===== src/rtl/reu_pkg.sv =====
// Shared types for the REU DMA transfer engine: transfer modes, FSM states, bus command bundle.
package reu_pkg;

    localparam int unsigned C64_AW = 16;

    typedef enum logic [1:0] {
        XFER_C64REU = 2'b00,
        XFER_REUC64 = 2'b01,
        XFER_SWAP   = 2'b10,
        XFER_VERIFY = 2'b11
    } xferType_t;

    typedef enum logic [1:0] {
        IDLE  = 2'd0,
        RUN   = 2'd1,
        FLUSH = 2'd2,
        DONE  = 2'd3
    } state_t;

    typedef struct packed {
        logic dma;
        logic nWe;
        logic ramRd;
        logic ramWr;
    } busCmd_t;

endpackage


===== src/rtl/reu_xfer_if.sv =====
// Register-file / SDRAM / C64-bus side signals of the REU transfer engine.
interface reu_xfer_if #(
    parameter int unsigned REU_AW = 19,
    parameter int unsigned LEN_W  = 16
);
    logic                        Execute;
    logic [1:0]                  XferType;
    logic                        FixC64;
    logic                        FixREU;
    logic [reu_pkg::C64_AW-1:0]  C64AIn;
    logic [REU_AW-1:0]           REUAIn;
    logic [LEN_W-1:0]            LenIn;
    logic                        BA;
    logic                        Equal;

    logic                        DMA;
    logic                        nWEDMA;
    logic                        RAMRD;
    logic                        RAMWR;
    logic [reu_pkg::C64_AW-1:0]  C64A;
    logic [REU_AW-1:0]           REUA;
    logic [LEN_W-1:0]            Len;
    logic                        Busy;
    logic                        DonePulse;
    logic                        EOBPulse;
    logic                        FaultPulse;

    modport master (
        input  Execute, XferType, FixC64, FixREU, C64AIn, REUAIn, LenIn, BA, Equal,
        output DMA, nWEDMA, RAMRD, RAMWR, C64A, REUA, Len, Busy, DonePulse, EOBPulse, FaultPulse
    );

    modport slave (
        output Execute, XferType, FixC64, FixREU, C64AIn, REUAIn, LenIn, BA, Equal,
        input  DMA, nWEDMA, RAMRD, RAMWR, C64A, REUA, Len, Busy, DonePulse, EOBPulse, FaultPulse
    );

endinterface


===== src/rtl/reu_addr_ctr.sv =====
// Loadable address counter with increment enable, hold (fix) and natural modulo-2**W wrap.
module reu_addr_ctr #(
    parameter int unsigned W = 16
) (
    input  logic         clk,
    input  logic         nReset,
    input  logic         load,
    input  logic [W-1:0] loadVal,
    input  logic         inc,
    input  logic         fix,
    output logic [W-1:0] q
);

    // Runs on the falling clock edge, like the rest of the engine.
    always_ff @(negedge clk or negedge nReset) begin
        if (!nReset) begin
            q <= '0;
        end else if (load) begin
            q <= loadVal;
        end else if (inc && !fix) begin
            q <= q + W'(1);
        end
    end

endmodule


===== src/rtl/reu_xfer_engine.sv =====
// REU DMA transfer engine: C64->REU, REU->C64, swap and verify with live address/length counters.
// Optional REU_AUTOLOAD_EN: restore counters to their Execute-time start values in DONE.
module reu_xfer_engine
    import reu_pkg::*;
#(
    parameter int unsigned REU_AW = 19,
    parameter int unsigned LEN_W  = 16
) (
    input logic        PHI2,
    input logic        nRESET,
    reu_xfer_if.master bus
);

    state_t            state, stateNext;
    xferType_t         mode;
    logic              fixC64, fixReu;
    logic              phaseWr, phaseWrNext;
    logic              pendWr, pendWrNext;
    logic              eobFlag, eobFlagNext;
    logic [LEN_W-1:0]  lenQ, lenNext, lenStep, lenLoadVal;
    busCmd_t           cmd, cmdNext;
    logic              busy;
    logic              donePulse, donePulseNext;
    logic              eobPulse, eobPulseNext;
    logic              faultPulse, faultPulseNext;
    logic              ctrLoad, c64Inc, reuInc;
    logic              startReq, lenLast;
    logic [C64_AW-1:0] c64LoadVal, c64Q;
    logic [REU_AW-1:0] reuLoadVal, reuQ;

    assign startReq = (state == IDLE) && bus.Execute;
    assign lenLast  = (lenQ == LEN_W'(1));
    // Length never steps below 1; a loaded 0 wraps to all-ones on the first step.
    assign lenStep  = lenLast ? lenQ : lenQ - LEN_W'(1);

`ifdef REU_AUTOLOAD_EN
    logic [C64_AW-1:0] c64Start;
    logic [REU_AW-1:0] reuStart;
    logic [LEN_W-1:0]  lenStart;

    always_ff @(negedge PHI2 or negedge nRESET) begin
        if (!nRESET) begin
            c64Start <= '0;
            reuStart <= '0;
            lenStart <= '0;
        end else if (startReq) begin
            c64Start <= bus.C64AIn;
            reuStart <= bus.REUAIn;
            lenStart <= bus.LenIn;
        end
    end

    assign c64LoadVal = (state == DONE) ? c64Start : bus.C64AIn;
    assign reuLoadVal = (state == DONE) ? reuStart : bus.REUAIn;
    assign lenLoadVal = (state == DONE) ? lenStart : bus.LenIn;
`else
    assign c64LoadVal = bus.C64AIn;
    assign reuLoadVal = bus.REUAIn;
    assign lenLoadVal = bus.LenIn;
`endif

    // Mode and fix bits are frozen for the whole transfer.
    always_ff @(negedge PHI2 or negedge nRESET) begin
        if (!nRESET) begin
            mode   <= XFER_C64REU;
            fixC64 <= 1'b0;
            fixReu <= 1'b0;
        end else if (startReq) begin
            mode   <= xferType_t'(bus.XferType);
            fixC64 <= bus.FixC64;
            fixReu <= bus.FixREU;
        end
    end

    always_ff @(negedge PHI2 or negedge nRESET) begin
        if (!nRESET) begin
            state      <= IDLE;
            phaseWr    <= 1'b0;
            pendWr     <= 1'b0;
            eobFlag    <= 1'b0;
            lenQ       <= '0;
            cmd        <= '0;
            busy       <= 1'b0;
            donePulse  <= 1'b0;
            eobPulse   <= 1'b0;
            faultPulse <= 1'b0;
        end else begin
            state      <= stateNext;
            phaseWr    <= phaseWrNext;
            pendWr     <= pendWrNext;
            eobFlag    <= eobFlagNext;
            lenQ       <= lenNext;
            cmd        <= cmdNext;
            busy       <= (stateNext != IDLE);
            donePulse  <= donePulseNext;
            eobPulse   <= eobPulseNext;
            faultPulse <= faultPulseNext;
        end
    end

    // Next state, counter controls and the bus command for the coming cycle.
    always_comb begin
        stateNext      = state;
        phaseWrNext    = phaseWr;
        pendWrNext     = pendWr;
        eobFlagNext    = eobFlag;
        lenNext        = lenQ;
        cmdNext        = '0;
        donePulseNext  = 1'b0;
        eobPulseNext   = 1'b0;
        faultPulseNext = 1'b0;
        ctrLoad        = 1'b0;
        c64Inc         = 1'b0;
        reuInc         = 1'b0;

        unique case (state)
            IDLE: begin
                if (bus.Execute) begin
                    stateNext   = RUN;
                    ctrLoad     = 1'b1;
                    lenNext     = lenLoadVal;
                    phaseWrNext = 1'b0;
                    pendWrNext  = 1'b0;
                    eobFlagNext = 1'b0;
                    cmdNext.dma = 1'b1;
                    cmdNext.nWe = (xferType_t'(bus.XferType) != XFER_REUC64);
                end
            end
            RUN: begin
                cmdNext.dma = 1'b1;
                unique case (mode)
                    XFER_REUC64: cmdNext.nWe = 1'b0;
                    XFER_SWAP:   cmdNext.nWe = !phaseWr;
                    default:     cmdNext.nWe = 1'b1;
                endcase
                if (bus.BA) begin
                    unique case (mode)
                        XFER_C64REU: begin
                            // Write lags read by one step; the last byte goes out in FLUSH.
                            cmdNext.ramWr = pendWr;
                            reuInc        = pendWr;
                            pendWrNext    = 1'b1;
                            c64Inc        = 1'b1;
                            lenNext       = lenStep;
                            if (lenLast) begin
                                stateNext   = FLUSH;
                                eobFlagNext = 1'b1;
                            end
                        end
                        XFER_REUC64: begin
                            cmdNext.ramRd = 1'b1;
                            c64Inc        = 1'b1;
                            reuInc        = 1'b1;
                            lenNext       = lenStep;
                            if (lenLast) begin
                                stateNext   = DONE;
                                eobFlagNext = 1'b1;
                            end
                        end
                        XFER_SWAP: begin
                            if (!phaseWr) begin
                                cmdNext.ramRd = 1'b1;
                                phaseWrNext   = 1'b1;
                            end else begin
                                cmdNext.ramWr = 1'b1;
                                phaseWrNext   = 1'b0;
                                c64Inc        = 1'b1;
                                reuInc        = 1'b1;
                                lenNext       = lenStep;
                                if (lenLast) begin
                                    stateNext   = DONE;
                                    eobFlagNext = 1'b1;
                                end
                            end
                        end
                        XFER_VERIFY: begin
                            if (!bus.Equal) begin
                                cmdNext        = '0;
                                faultPulseNext = 1'b1;
                                eobFlagNext    = 1'b0;
                                stateNext      = DONE;
                            end else begin
                                cmdNext.ramRd = 1'b1;
                                c64Inc        = 1'b1;
                                reuInc        = 1'b1;
                                lenNext       = lenStep;
                                if (lenLast) begin
                                    stateNext   = DONE;
                                    eobFlagNext = 1'b1;
                                end
                            end
                        end
                    endcase
                end
            end
            FLUSH: begin
                cmdNext.ramWr = 1'b1;
                reuInc        = 1'b1;
                stateNext     = DONE;
            end
            DONE: begin
                donePulseNext = 1'b1;
                eobPulseNext  = eobFlag;
                stateNext     = IDLE;
`ifdef REU_AUTOLOAD_EN
                ctrLoad       = 1'b1;
                lenNext       = lenLoadVal;
`endif
            end
        endcase
    end

    reu_addr_ctr #(.W(C64_AW)) c64Ctr (
        .clk    (PHI2),
        .nReset (nRESET),
        .load   (ctrLoad),
        .loadVal(c64LoadVal),
        .inc    (c64Inc),
        .fix    (fixC64),
        .q      (c64Q)
    );

    reu_addr_ctr #(.W(REU_AW)) reuCtr (
        .clk    (PHI2),
        .nReset (nRESET),
        .load   (ctrLoad),
        .loadVal(reuLoadVal),
        .inc    (reuInc),
        .fix    (fixReu),
        .q      (reuQ)
    );

    assign bus.DMA        = cmd.dma;
    assign bus.nWEDMA     = cmd.nWe;
    assign bus.RAMRD      = cmd.ramRd;
    assign bus.RAMWR      = cmd.ramWr;
    assign bus.C64A       = c64Q;
    assign bus.REUA       = reuQ;
    assign bus.Len        = lenQ;
    assign bus.Busy       = busy;
    assign bus.DonePulse  = donePulse;
    assign bus.EOBPulse   = eobPulse;
    assign bus.FaultPulse = faultPulse;

endmodule


===== src/flat_wrapper.sv =====
// flat-port wrapper written by rule: the top's interface ports become plain ports
module reu_xfer_engine_flat import reu_pkg::*;
#(
    parameter int unsigned REU_AW = 19,
    parameter int unsigned LEN_W  = 16
)
  (PHI2, nRESET, bus_Execute, bus_XferType, bus_FixC64, bus_FixREU, bus_C64AIn, bus_REUAIn, bus_LenIn, bus_BA, bus_Equal, bus_DMA, bus_nWEDMA, bus_RAMRD, bus_RAMWR, bus_C64A, bus_REUA, bus_Len, bus_Busy, bus_DonePulse, bus_EOBPulse, bus_FaultPulse);
  reu_xfer_if #(.REU_AW(REU_AW), .LEN_W(LEN_W)) bus_i ();
  input logic PHI2;
  input logic nRESET;
  input wire logic [$bits(bus_i.Execute)-1:0] bus_Execute;
  input wire logic [$bits(bus_i.XferType)-1:0] bus_XferType;
  input wire logic [$bits(bus_i.FixC64)-1:0] bus_FixC64;
  input wire logic [$bits(bus_i.FixREU)-1:0] bus_FixREU;
  input wire logic [$bits(bus_i.C64AIn)-1:0] bus_C64AIn;
  input wire logic [$bits(bus_i.REUAIn)-1:0] bus_REUAIn;
  input wire logic [$bits(bus_i.LenIn)-1:0] bus_LenIn;
  input wire logic [$bits(bus_i.BA)-1:0] bus_BA;
  input wire logic [$bits(bus_i.Equal)-1:0] bus_Equal;
  output wire logic [$bits(bus_i.DMA)-1:0] bus_DMA;
  output wire logic [$bits(bus_i.nWEDMA)-1:0] bus_nWEDMA;
  output wire logic [$bits(bus_i.RAMRD)-1:0] bus_RAMRD;
  output wire logic [$bits(bus_i.RAMWR)-1:0] bus_RAMWR;
  output wire logic [$bits(bus_i.C64A)-1:0] bus_C64A;
  output wire logic [$bits(bus_i.REUA)-1:0] bus_REUA;
  output wire logic [$bits(bus_i.Len)-1:0] bus_Len;
  output wire logic [$bits(bus_i.Busy)-1:0] bus_Busy;
  output wire logic [$bits(bus_i.DonePulse)-1:0] bus_DonePulse;
  output wire logic [$bits(bus_i.EOBPulse)-1:0] bus_EOBPulse;
  output wire logic [$bits(bus_i.FaultPulse)-1:0] bus_FaultPulse;
  assign bus_i.Execute = bus_Execute;
  assign bus_i.XferType = bus_XferType;
  assign bus_i.FixC64 = bus_FixC64;
  assign bus_i.FixREU = bus_FixREU;
  assign bus_i.C64AIn = bus_C64AIn;
  assign bus_i.REUAIn = bus_REUAIn;
  assign bus_i.LenIn = bus_LenIn;
  assign bus_i.BA = bus_BA;
  assign bus_i.Equal = bus_Equal;
  assign bus_DMA = bus_i.DMA;
  assign bus_nWEDMA = bus_i.nWEDMA;
  assign bus_RAMRD = bus_i.RAMRD;
  assign bus_RAMWR = bus_i.RAMWR;
  assign bus_C64A = bus_i.C64A;
  assign bus_REUA = bus_i.REUA;
  assign bus_Len = bus_i.Len;
  assign bus_Busy = bus_i.Busy;
  assign bus_DonePulse = bus_i.DonePulse;
  assign bus_EOBPulse = bus_i.EOBPulse;
  assign bus_FaultPulse = bus_i.FaultPulse;
  reu_xfer_engine #(.REU_AW(REU_AW), .LEN_W(LEN_W)) u_core (.PHI2(PHI2), .nRESET(nRESET), .bus(bus_i));
endmodule

===== config.mk =====
export PLATFORM = sky130hd
export DESIGN_NAME = reu_xfer_engine_flat
export DESIGN_NICKNAME = d
export VERILOG_FILES = /design/src/rtl/reu_pkg.sv /design/src/rtl/reu_xfer_if.sv /design/src/rtl/reu_addr_ctr.sv /design/src/rtl/reu_xfer_engine.sv /design/src/flat_wrapper.sv
export SDC_FILE = /design/constraint.sdc
export NUM_CORES = 1
export LEC_CHECK = 0
export ABC_AREA = 1
export CAP_MARGIN = 40
export CORE_AREA = 5 5 107 99
export CTS_CLUSTER_DIAMETER = 100
export CTS_CLUSTER_SIZE = 30
export DETAILED_ROUTE_END_ITERATION = 10
export DIE_AREA = 0 0 112 104
export PLACE_DENSITY = 0.79
export SYNTH_ARGS = -nofsm -noshare
export SYNTH_HDL_FRONTEND = slang
export SYNTH_SLANG_ARGS = --single-unit

===== constraint.sdc =====
create_clock -name PHI2 -period 2.5 [get_ports PHI2]
set_clock_uncertainty 0.15 [all_clocks]
set_input_delay 0.25 -clock PHI2 [delete_from_list [all_inputs] [get_ports PHI2]]
set_output_delay 0.25 -clock PHI2 [all_outputs]
set_load 0.1 [all_outputs]

==> results.cfg, run 1 <==
[cells_and_area]
final_cell_mix = nand2_1, buf_4, nor2_1
drive_above_1_share_pct = 28.71
nets = 966
fill_cells = 593
num_antenna_cells = 0
area_growth_pct = 70.77
mostFrequentLayoutCell = nand2_1
fin_area_um2 = 7632
final_util_pct = 81.18

[clocking]
insertion_delay_ps = 340
cts.clk_slew.worst_paths_ps = 50
cts_hold_buf = 0
cts_root_buf = clkbuf_8
htree_levels = 3
cts_tree = done
clock-sinks = 68
cts_buffers = 9
clock_path_buffers = 2

[global_routing]
grt_pass1_wl_um = 25810
use_met3_pct = 6.225
antenna_found_initial = 0
grt_use_total_pct = 26.81
grt_util_met1_pct = 32.75
busiest_layer = met2
overflow = 0
grt_pass1_vias = 5434
grt_max_degree = 35
use_met2_pct = 46.02

[timing]
max-slew-margin-rel_pct = 61.35
worst_slack_ps = -186.0
tns_ps = -8930
hold_ws_ps = 263.1
maxSlewViolCount = 0
finalHoldViolations = 0
rsz0062_at_grt = yes
worst_pin_slew_ps = 575.3
setup_violations = 72

[routing]
wirelength_um = 16370
drt_iter0_drc = 390
wl_per_cell_um = 15.93
drt_first_pass_iters = 7
via_per_inst = 5.325
vias = 5474
ant_nets = 0
drc_errors = 0

[hold_path]
hp-class = flip-flop to flip-flop

[floorplan]
ios = 119
rows = 34
chipWidth_um = 112
initial_core_util_pct = 47.54
core_um2 = 9402
fp.dieH_um = 104
dieArea_um2 = 11650

[synth]
yosysSeqAreaShare_pct = 38.07
syn_avg_cell_area_um2 = 6.701
ys_ff_latch = 68
syn_inst = 667
ys_types = 36
ys.flop_type = dfrtn_1
async_reset_ff_share_pct = 100.0
synth-edff-count = 0
ys_warn_count = 0
syn-num-nets = 735
syn_area_um2 = 4469

[run]
cap_violations = 0

[critical_path]
required_ps = 2100
cp-startpoint = u_core.reuCtr.q[5]
worstPathMaxFanout = 2
worstRegToRegCells = 9
crit_path_end_kind = output pin
cp_cell_sequence = buf_12
crit_type = flip-flop to output pin
rr_startpoint = u_core.state[1]
cp_top_family = flip-flops
cp.depth = 1
cp_slowest_cell = dfrtn_1
crit_path_end = bus_REUA[5]
r2r_end = u_core.bus.Len[15]
critPathArrivalTime_ps = 2290
reg2reg_slack_ps = 120
worstSetupStartpointType = flip-flop
critical_path_buf_inv_count = 1
crit_path_max_incr_delay_ps = 500

[place]
io_buffers = 118
gp_congestion = 0.9465
dpl_cell_area_um2 = 6825
hpwl_um = 11290

[outcome]
status = finished with violations
violations = setup timing
==> registers in the layout (all words and copies together), names as in the netlist <==
signal                 count
u_core.fixReu              1
u_core.bus.DonePulse       1
u_core.eobFlag             1
u_core.bus.DMA             1
u_core.bus.Len            16
u_core.phaseWr             1
u_core.bus.RAMWR           1
u_core.mode                2
u_core.bus.nWEDMA          1
u_core.reuCtr.q           19
u_core.bus.EOBPulse        1
u_core.fixC64              1
u_core.bus.RAMRD           1
u_core.c64Ctr.q           16
u_core.bus.Busy            1
u_core.state               2
u_core.bus.FaultPulse      1
u_core.pendWr              1
==> worst min-delay path by stage <==
stage	from	endpoint	slack, ps	cells past startpoint
after floorplan	u_core.eobFlag	u_core.bus.EOBPulse	240	2
after global placement	u_core.eobFlag	u_core.bus.EOBPulse	270	2
after detailed placement	u_core.eobFlag	u_core.bus.EOBPulse	260	2
after CTS	u_core.eobFlag	u_core.bus.EOBPulse	270	2
after global routing	u_core.eobFlag	u_core.bus.EOBPulse	280	2
final	u_core.eobFlag	u_core.bus.EOBPulse	260	2
==> cell usage after synthesis (2+ instances only) <==
cell	number	area (µm²)
nand2_1	243	912.1
nor2_1	76	285.3
dfrtn_1	68	1702
inv_1	56	210.2
o21ai_0	45	225.2
nand3_1	38	190.2
a21oi_1	17	85.08
clkbuf_1	11	41.29
xor2_1	10	87.58
nand4_1	9	56.30
nor3_1	9	45.04
ha_1	8	100.1
o21ai_1	8	40.04
inv_2	7	26.28
o211ai_1	7	52.55
nand2_2	6	37.54
o22ai_1	6	37.54
or2_2	5	31.28
buf_6	4	45.04
nand3b_1	4	30.03
o21ai_2	4	35.03
xnor2_1	4	35.03
buf_4	3	22.52
clkinv_1	3	11.26
nor2_2	3	18.77
a31oi_1	2	12.51
nand3_2	2	20.02
==> through the flow <==
| stage | setup slack, ps | std cells |
|---|---|---|
| 6_report | -186.0 | 1028 |
| 5_1_grt | -220.3 | 1028 |
| 4_1_cts | -184.4 | 1010 |
| 3_5_place_dp | -840.5 | 955 |
| 3_3_place_gp | -755.2 | 955 |
| 2_1_floorplan | -200.3 | 667 |
==> worst register-to-register path: cells and delay by family (launching register included) <==
| family | cells | cell delay, ps |
|---|---|---|
| adder cells (fa/ha/maj) | 1 | 520 |
| flip-flops | 1 | 380 |
| buffers and inverters | 2 | 390 |
| AND/OR/NAND/NOR | 6 | 800 |
==> kinds of logic after synthesis <==
kind of cell | count (synthesis) | synth area share, %
simple gates | 399 | 37.21
xor+xnor | 14 | 2.743
buf+inv | 85 | 8.091
fa+ha+maj | 8 | 2.240
flops | 68 | 38.07
compound gates | 93 | 11.65
==> layer usage <==
metal,routed length [µm],part of all wire [%]
met5,0,0
met4,423,2.6
met3,1207,7.4
met2,8296,51
met1,6446,39
==> area by class of cell <==
class / count / area [µm²] / area share, %
Multi-Input combinational cell: 514 / 2549 / 33.39
Inverter: 66 / 265.3 / 3.475
Timing Repair inverter: 1 / 7.507 / 0.09836
Sequential cell: 68 / 1702 / 22.30
Clock inverter: 3 / 46.29 / 0.6066
Timing Repair Buffer: 238 / 2750 / 36.03
Tap cell: 126 / 157.7 / 2.066
Clock buffer: 12 / 155.1 / 2.033
==> what timing repair did <==
| item | CTS | global route |
|---|---|---|
| setup endpoints to repair | 122 | 103 |
| cloned | 2 | 0 |
| resized for setup | 34 | 32 |
| setup buffers | 38 | 22 |
| pin swaps | 10 | 17 |
Power of run 1 is left out: the tool's default activity adds up to more than one toggle a clock period on the data nets, which glitch-free logic cannot reach.
==> inputs of run 2 (changes only) <==
Settings changed: CTS_CLUSTER_SIZE 30 to unset.
==> results of run 2 <==
The final DEF is identical to that of run 1; final timing and power are the same.
Power of run 2 is left out for the same reason.
